File: src/rtl/ecu_boot_ctrl.sv
// ecu_boot_ctrl: boot sequencer for the PULPino core.
// Debounces the run switch, sequences core reset and fetch enable, and runs a
// heartbeat watchdog with a bounded retry count before locking out.
// Every counter counts 0..LIMIT-1, so each timed state lasts exactly LIMIT
// cycles and no counter needs to hold its limit value.
module ecu_boot_ctrl #(
    parameter int PWR_DELAY   = 16,
    parameter int FETCH_DELAY = 8,
    parameter int DEB_CYCLES  = 1000,
    parameter int WDT_CYCLES  = 50000,
    parameter int MAX_RETRY   = 3
) (
    input  logic       CLOCK_50,
    input  logic       reset_n,
    input  logic       sw_run,
    input  logic       heartbeat,
    output logic       core_rst_n,
    output logic       fetch_enable,
    output logic [2:0] state_code,
    output logic       wdt_fault,
    output logic [1:0] retry_cnt
);

    localparam int DLY_MAX = (PWR_DELAY > FETCH_DELAY) ? PWR_DELAY : FETCH_DELAY;
    localparam int DLY_W   = (DLY_MAX > 1) ? $clog2(DLY_MAX) : 1;
    localparam int DEB_W   = (DEB_CYCLES > 1) ? $clog2(DEB_CYCLES) : 1;
    localparam int WDT_W   = (WDT_CYCLES > 1) ? $clog2(WDT_CYCLES) : 1;

    typedef enum logic [2:0] {
        S_IDLE    = 3'd0,
        S_RELEASE = 3'd1,
        S_RUN     = 3'd2,
        S_HALT    = 3'd3,
        S_FAULT   = 3'd4,
        S_LOCKOUT = 3'd5
    } state_t;

    state_t             state, state_nxt;
    logic               sync1, sync2, run_db;
    logic [DEB_W-1:0]   deb_cnt;
    logic [DLY_W-1:0]   dly_cnt, dly_lim;
    logic [WDT_W-1:0]   wdt_cnt;
    logic               dly_done, wdt_hit;
    logic               rst_nxt, fe_nxt;

    // Synchronize the raw switch and accept a new level only after it holds DEB_CYCLES cycles
    always_ff @(posedge CLOCK_50) begin
        if (!reset_n) begin
            sync1   <= 1'b0;
            sync2   <= 1'b0;
            run_db  <= 1'b0;
            deb_cnt <= '0;
        end else begin
            sync1 <= sw_run;
            sync2 <= sync1;
            if (sync2 == run_db) begin
                deb_cnt <= '0;
            end else if (deb_cnt == DEB_W'(DEB_CYCLES - 1)) begin
                run_db  <= sync2;
                deb_cnt <= '0;
            end else begin
                deb_cnt <= deb_cnt + 1'b1;
            end
        end
    end

    // Delay limit depends on which timed state we are in; watchdog expiry excludes heartbeat cycles
    always_comb begin
        dly_lim  = (state == S_RELEASE) ? DLY_W'(FETCH_DELAY - 1) : DLY_W'(PWR_DELAY - 1);
        dly_done = (dly_cnt == dly_lim);
        wdt_hit  = (state == S_RUN) && !heartbeat && (wdt_cnt == WDT_W'(WDT_CYCLES - 1));
    end

    // State register
    always_ff @(posedge CLOCK_50) begin
        if (!reset_n) state <= S_IDLE;
        else          state <= state_nxt;
    end

    // Next-state logic; watchdog expiry outranks a falling run switch
    always_comb begin
        state_nxt = state;
        case (state)
            S_IDLE:    if (dly_done && run_db) state_nxt = S_RELEASE;
            S_RELEASE: if (dly_done) state_nxt = S_RUN;
            S_RUN: begin
                if (wdt_hit)      state_nxt = S_FAULT;
                else if (!run_db) state_nxt = S_HALT;
            end
            S_HALT:    if (run_db) state_nxt = S_RUN;
            S_FAULT: begin
                if (dly_done)
                    state_nxt = (retry_cnt == 2'(MAX_RETRY)) ? S_LOCKOUT : S_RELEASE;
            end
            S_LOCKOUT: state_nxt = S_LOCKOUT;
            default:   state_nxt = S_IDLE;
        endcase
    end

    // Delay counter restarts on every state change and saturates at its limit
    always_ff @(posedge CLOCK_50) begin
        if (!reset_n)                dly_cnt <= '0;
        else if (state_nxt != state) dly_cnt <= '0;
        else if (!dly_done)          dly_cnt <= dly_cnt + 1'b1;
    end

    // Watchdog: counts idle RUN cycles, frozen in HALT, cleared everywhere else
    always_ff @(posedge CLOCK_50) begin
        if (!reset_n) begin
            wdt_cnt <= '0;
        end else if (state == S_RUN) begin
            if (heartbeat)                                wdt_cnt <= '0;
            else if (wdt_cnt != WDT_W'(WDT_CYCLES - 1))   wdt_cnt <= wdt_cnt + 1'b1;
        end else if (state == S_HALT) begin
            if (run_db) wdt_cnt <= '0;
        end else begin
            wdt_cnt <= '0;
        end
    end

    // Fault bookkeeping on FAULT entry; retry count saturates
    always_ff @(posedge CLOCK_50) begin
        if (!reset_n) begin
            wdt_fault <= 1'b0;
            retry_cnt <= 2'd0;
        end else if (state_nxt == S_FAULT && state != S_FAULT) begin
            wdt_fault <= 1'b1;
            if (retry_cnt != 2'(MAX_RETRY)) retry_cnt <= retry_cnt + 1'b1;
        end
    end

    // Output decode of the upcoming state so registered outputs align with the state register
    always_comb begin
        rst_nxt = 1'b0;
        fe_nxt  = 1'b0;
        case (state_nxt)
            S_RELEASE: rst_nxt = 1'b1;
            S_RUN:     begin rst_nxt = 1'b1; fe_nxt = 1'b1; end
            S_HALT:    rst_nxt = 1'b1;
            default:   begin rst_nxt = 1'b0; fe_nxt = 1'b0; end
        endcase
    end

    // Registered Moore outputs
    always_ff @(posedge CLOCK_50) begin
        if (!reset_n) begin
            core_rst_n   <= 1'b0;
            fetch_enable <= 1'b0;
            state_code   <= 3'd0;
        end else begin
            core_rst_n   <= rst_nxt;
            fetch_enable <= fe_nxt;
            state_code   <= state_nxt;
        end
    end

endmodule
File: config.mk
export PLATFORM = sky130hd
export DESIGN_NAME = ecu_boot_ctrl
export DESIGN_NICKNAME = d
export VERILOG_FILES = /design/src/rtl/ecu_boot_ctrl.sv
export SDC_FILE = /design/constraint.sdc
export NUM_CORES = 1
export LEC_CHECK = 0
export ABC_CLOCK_PERIOD_IN_PS = 1600
export BUFFER_PORTS_ARGS = -buffer_cell sky130_fd_sc_hd__buf_4
export CAP_MARGIN = 20
export CELL_PAD_IN_SITES_DETAIL_PLACEMENT = 1
export CELL_PAD_IN_SITES_GLOBAL_PLACEMENT = 1
export CORE_MARGIN = 5
export CORE_UTILIZATION = 23
export DETAILED_ROUTE_END_ITERATION = 8
export GPL_TIMING_DRIVEN = 0
export HOLD_SLACK_MARGIN = 0.02
export PLACE_DENSITY_LB_ADDON = 0.15
export SETUP_SLACK_MARGIN = 0.15
export SYNTH_ARGS = -nofsm -noshare
export SYNTH_HDL_FRONTEND = slang
export SYNTH_SLANG_ARGS = --single-unit
export TNS_END_PERCENT = 50
File: constraint.sdc
create_clock -name CLOCK_50 -period 1.6 [get_ports CLOCK_50]
set_clock_uncertainty 0.2 [all_clocks]
set_input_delay 0.08 -clock CLOCK_50 [delete_from_list [all_inputs] [get_ports CLOCK_50]]
set_output_delay 0.08 -clock CLOCK_50 [all_outputs]
set_load 0.005 [all_outputs]
== Word-level counts from Yosys, hierarchy flattened ==
Index checks and enable logic that the tools add are counted.
W data, S select, Z words.

* Add/sub/neg operators: 4
* Equal/unequal tests: 20
* Muxes and demuxes: 16
* Bitwise gates (word level): 2
* Reduce and logical (&&, ||, !) cells: 12

{| class="wikitable"
|+ Operators with widths
! operator !! number
|-
| $mux W16 || 5
|-
| $mux W3 || 7
|-
| $pmux W3 S6 || 1
|-
| $add A16 B1 Y16 const B || 1
|-
| $eq A16 B16 Y1 const B || 1
|-
| $ne A16 B16 Y1 const B || 1
|-
| $eq A3 B2 Y1 const B || 4
|-
| $add A10 B1 Y10 const B || 1
|-
| $eq A10 B10 Y1 const B || 1
|-
| $eq A3 B3 Y1 const B || 3
|-
| $eq A3 B1 Y1 const B || 2
|-
| $ne A3 B3 Y1 const B || 2
|-
| $reduce_and A2 Y1 || 3
|-
| $reduce_or A3 Y1 || 2
|-
| $add A4 B1 Y4 const B || 1
|-
| $eq A4 B4 Y1 || 1
|-
| $logic_and A1 B1 Y1 || 4
|-
| $mux W4 || 1
|-
| $logic_not A3 Y1 || 1
|-
| $ne A3 B2 Y1 const B || 1
|-
| $ne A3 B3 Y1 || 1
|-
| $add A2 B1 Y2 const B || 1
|-
| $eq A2 B2 Y1 const B || 1
|-
| $mux W1 || 2
|-
| 5 further kinds || 6
|}

* Register bits after elaboration: 41
* Bits of input ports: 4
* Output and inout bits: 8
* Logic and storage cells: 65

== Longest topological paths before layout ==
* Depth in word-level cells: 9
* Gate-level depth with buffers: 6
* Depth with buffers taken out: 5

== Worst setup path before layout ==
No wires, ideal clock.

* Path kind: reg-to-reg
* Start: reg wdt_cnt[0]
* End: reg wdt_cnt[12]
* Setup time: 118 ps
* Arrival: 1424 ps
* Required time: 1282 ps
* Path slack: -142 ps
* Stages on the path, launching flop included: 7
* Buffers on the path: 1
* Clock period less this slack: 1742 ps
* Path through: dfxtp_1 -> ha_1 -> and3_1 -> buf_2 -> nand2_1 -> or4_1 -> mux2i_1

* Word-level cells in the longest chain between the ends: 4
* Elaborated cells between the ends (all ways): 7
* Classes of those cells: add/sub (1); eq/ne (2); mux (3); reduce/logical (1)

{| class="wikitable"
|+ Ends and longest elaborated chain
! item !! line !! RTL
|-
| start, declared || 42 || <nowiki>logic [WDT_W-1:0] wdt_cnt;</nowiki>
|-
| start signal, assigned || 113 || <nowiki>else if (wdt_cnt != WDT_W'(WDT_CYCLES - 1)) wdt_cnt <= wdt_cnt + 1'b1;</nowiki>
|-
| $add A16 B1 Y16 || 113 ||
|-
| $mux W16 || 113 ||
|-
| $mux W16 || 112 || <nowiki>if (heartbeat) wdt_cnt <= '0;</nowiki>
|-
| $mux W16 || 111 || <nowiki>end else if (state == S_RUN) begin</nowiki>
|}

Several ways; a longest one is shown, not always the timed one. The select of a mux whose other input is x is not followed.
A chain may end at the register's enable or synchronous reset.

==> run summary <==
fin. max-slew vios - 0
core area - 8760 um^2
Layout fillers - 1016
Num CTS Buffers - 5
H-tree depth - 2
Row Count - 34
worst hold path type - input pin to flop
top cells by count, synth - 41 x dfxtp_1, 21 x nor2_1, 18 x nand2_1
Remaining DRCs - 0
fmax - 0.554 GHz
Max stage delay on crit path - 0.42 ns
post-synth top area cell - dfxtp_1
Design Area, Final - 2920 um^2
vias after detailed routing - 1884
# Max-Cap Violations - 0
Synth Instances - 229
Port-buffer cells - 11
die width - 105 um
Via density - 4.98
P_sw - 0.423 mW
Seq/Total Area, Yosys - 0.397
I/O pin count - 12
Worst path top cell family by delay - simple AND/OR/NAND/NOR gates
leak pwr - 0.919 nW
clk_lat worst skew - 0.29 ns
Die Y - 105 um
Sw Ratio - 0.239
diode count - 0
R2R Setup Slk - -0.21 ns
synthesized flop and latch total - 41
Slowest cell on crit path - or4_4
Worst Path Buf+Inv - 2
Area Growth Syn to Fin - 41.3%
Top FF cell, synth - dfxtp_1
post-layout min period - 1.81 ns
CP endpoint kind - flop
Tcrit/Tclk final - 1.13
outcome - finished with violations
initial antenna violation count - 0
# setup viols final - 23
total gr overflow - 0
Final Power - 1.77 mW
CTS root buf - clkbuf_8
Post-DRT Antenna Nets - 0
synth warn - 0
global-route wire length before repair - 9720 um
most common cell in the synthesized netlist - dfxtp_1
Clk network pwr share - 0.390
violations in the final reports - setup timing
Final Hold Vio Count - 0
Clk pin slew, worst setup/hold paths - 0.09 ns
internal power - 1.35 mW
synthesized net count - 237
Peak VDD IR - 0.279 mV
Slew HR - 0.622
top-area cell type share of the netlist area - 0.397
WL final - 5840 um
worst flop-to-flop path startpoint - state_code[1]$_SDFF_PN0_
sequential power share - 0.579
Tot GR Track Use - 0.108
CP Max Fanout - 5
Hold Path Stages - 5
DR WL/cell - 15.4 um
Critical Path, Cell by Cell - nor4b_4, buf_4, and4_4, clkbuf_16, or4_4, a21oi_2
Critical Path RT - 1.63 ns
CTS tree - done
Layout Nets - 277
initial core utilization - 0.236
synth unique cells - 51
EDFF count, synth - 0
asr flop ratio synth - 0
power density over the cells - 607 nW/um^2
Die ar. - 11000 um^2
HPWL after detailed placement - 3880 um
First-pass DRT Iterations - 4
data arrival time of the worst path - 1.84 ns
Worst Max-Slew Pin Slew - 0.566 ns
initial DRC count - 58
type of origin of the critical path - flop
Register-to-Register Path Depth - 6
Setup WS post-layout - -0.205 ns
layout cells sized above 1 - 0.415
clock tree buffer depth - 2
CTS Sinks - 41
r2r endpoint - wdt_cnt[8]$_SDFFE_PN0P_
placed cell areas - 2370 um^2
vias in the first global route - 1868
Final Wtd Congestion - 0.699
Post-Syn Area - 2070 um^2
largest net degree at the start of global routing - 14
RSZ-0062 raised after global routing - yes
worst hold endpoint - wdt_cnt[2]$_SDFFE_PN0P_
Crit Path Category - flop to flop
Post-Syn Area per Cell - 9.03 um^2
Synth area leaders - dfxtp_1 40%, mux2i_1 3.9%, nor2_1 3.8%, a21oi_1 3.6%, nand2_1 3.3%
Gate power share - 0.031
Worst Hold Launch - heartbeat
## through the flow
step	TNS, ns	std cells	utilization	hold slack (ns)	setup slack, ns
4_1_cts	-3.34	372	0.320	0.0508	-0.216
3_5_place_dp	-15.24	348	0.270	0.107	-0.774
3_3_place_gp	-14.10	348	0.270	0.0968	-0.707
2_1_floorplan	-0.706	229	-	0.00729	-0.0914
5_1_grt	-5.14	378	0.333	0.0706	-0.268
6_report	-2.76	378	0.333	0.0668	-0.205
## cells by family (layout without fill, tap and decap cells)
kind of cell / count (synthesis) / in the layout / synth area share
compound gates: 45 / 45 / 0.140
mux: 8 / 8 / 0.0387
buf+inv: 15 / 56 / 0.0345
fa+ha+maj: 4 / 4 / 0.0242
flops: 41 / 41 / 0.397
simple gates: 103 / 103 / 0.311
xor+xnor: 13 / 13 / 0.0551
## power groups by stage
stage	Combinational (mW)	Clock [mW]	Sequential, mW
CTS	0.0571	0.748	1.03
detailed placement	0.0424	0	1.06
global placement	0.0417	0	1.06
global route	0.0632	0.786	1.03
finish	0.0558	0.692	1.03
floorplan	0.0255	0	1.06
## worst max-delay path by stage
stage               slack (ns)                     start                         to  cells after the start
global placement         -0.71  state_code[0]$_SDFF_PN0_    fetch_enable$_SDFF_PN0_                      4
finish                   -0.21  state_code[1]$_SDFF_PN0_    wdt_cnt[8]$_SDFFE_PN0P_                      6
CTS                      -0.22  state_code[2]$_SDFF_PN0_    wdt_cnt[0]$_SDFFE_PN0P_                      4
detailed placement       -0.77  state_code[0]$_SDFF_PN0_    fetch_enable$_SDFF_PN0_                      4
floorplan                -0.09  state_code[0]$_SDFF_PN0_  retry_cnt[0]$_SDFFE_PN0P_                      4
global route             -0.27  state_code[2]$_SDFF_PN0_  retry_cnt[0]$_SDFFE_PN0P_                      5
## final cells by class
cell class / instances / area, um^2 / area share
clock buffer: 6 / 72.6 / 0.0248
buffer: 9 / 93.8 / 0.0321
multi-input combinational: 173 / 1420 / 0.486
inverter: 6 / 22.5 / 0.00771
timing repair buffer: 33 / 290 / 0.0994
sequential: 41 / 872 / 0.299
clock inverter: 2 / 15.0 / 0.00514
tap: 108 / 135 / 0.0463
## state kept, by name, indices dropped and copies added, names as in the netlist
name,flops
fetch_enable,1
wdt_cnt,16
retry_cnt,2
sync1,1
core_rst_n,1
sync2,1
wdt_fault,1
state_code,3
deb_cnt,10
dly_cnt,4
run_db,1
## placed cells by master, fill, tap and decap left out, drive strengths merged, types with 2 or more instances in the layout
| master | netlist | layout |
|---|---|---|
| a211o | 2 | 2 |
| a211oi | 2 | 2 |
| a21oi | 17 | 17 |
| a31oi | 2 | 2 |
| and2 | 5 | 5 |
| and3 | 4 | 4 |
| and4 | 2 | 2 |
| buf | 5 | 34 |
| clkbuf | 4 | 11 |
| clkinvlp | 0 | 2 |
| dfxtp | 41 | 41 |
| dlygate4sd3 | 0 | 2 |
| ha | 4 | 4 |
| inv | 6 | 6 |
| mux2i | 8 | 8 |
| nand2 | 18 | 18 |
| nand2b | 2 | 2 |
| nand3 | 9 | 9 |
| nand4 | 7 | 7 |
| nand4b | 2 | 2 |
| nor2 | 21 | 21 |
| nor3 | 7 | 7 |
| nor4 | 3 | 3 |
| nor4b | 3 | 3 |
| nor4bb | 2 | 2 |
| o21a | 2 | 2 |
| o21ai | 9 | 9 |
| o31ai | 6 | 6 |
| or2 | 2 | 2 |
| or3 | 4 | 4 |
| or4 | 7 | 7 |
| xnor2 | 7 | 7 |
| xor2 | 6 | 6 |
## worst reg2reg max path, cell delays in order, from the launching register on
cell       delay [ns]
dfxtp_2          0.35
nor4b_4          0.13
buf_4            0.16
and4_4           0.22
clkbuf_16        0.16
or4_4            0.42
a21oi_2          0.12
## routing by layer
metal | global-route usage | part of all wire
met1 | 0.149 | 0.49
met3 | 0.0222 | 0.019
met4 | 0.0301 | 0.020
met5 | 0 | 0
met2 | 0.170 | 0.47
## repair_timing
item / in CTS / in global routing
pin swaps: 26 / 12
endpoints found under the hold margin: 11 / 0
cloned: 1 / 1
hold buffers: 3 / 0
gates resized for setup: 59 / 17
buffers inserted: 12 / 5
setup endpoints to repair: 39 / 39
Power figures use the tool's default switching activity.
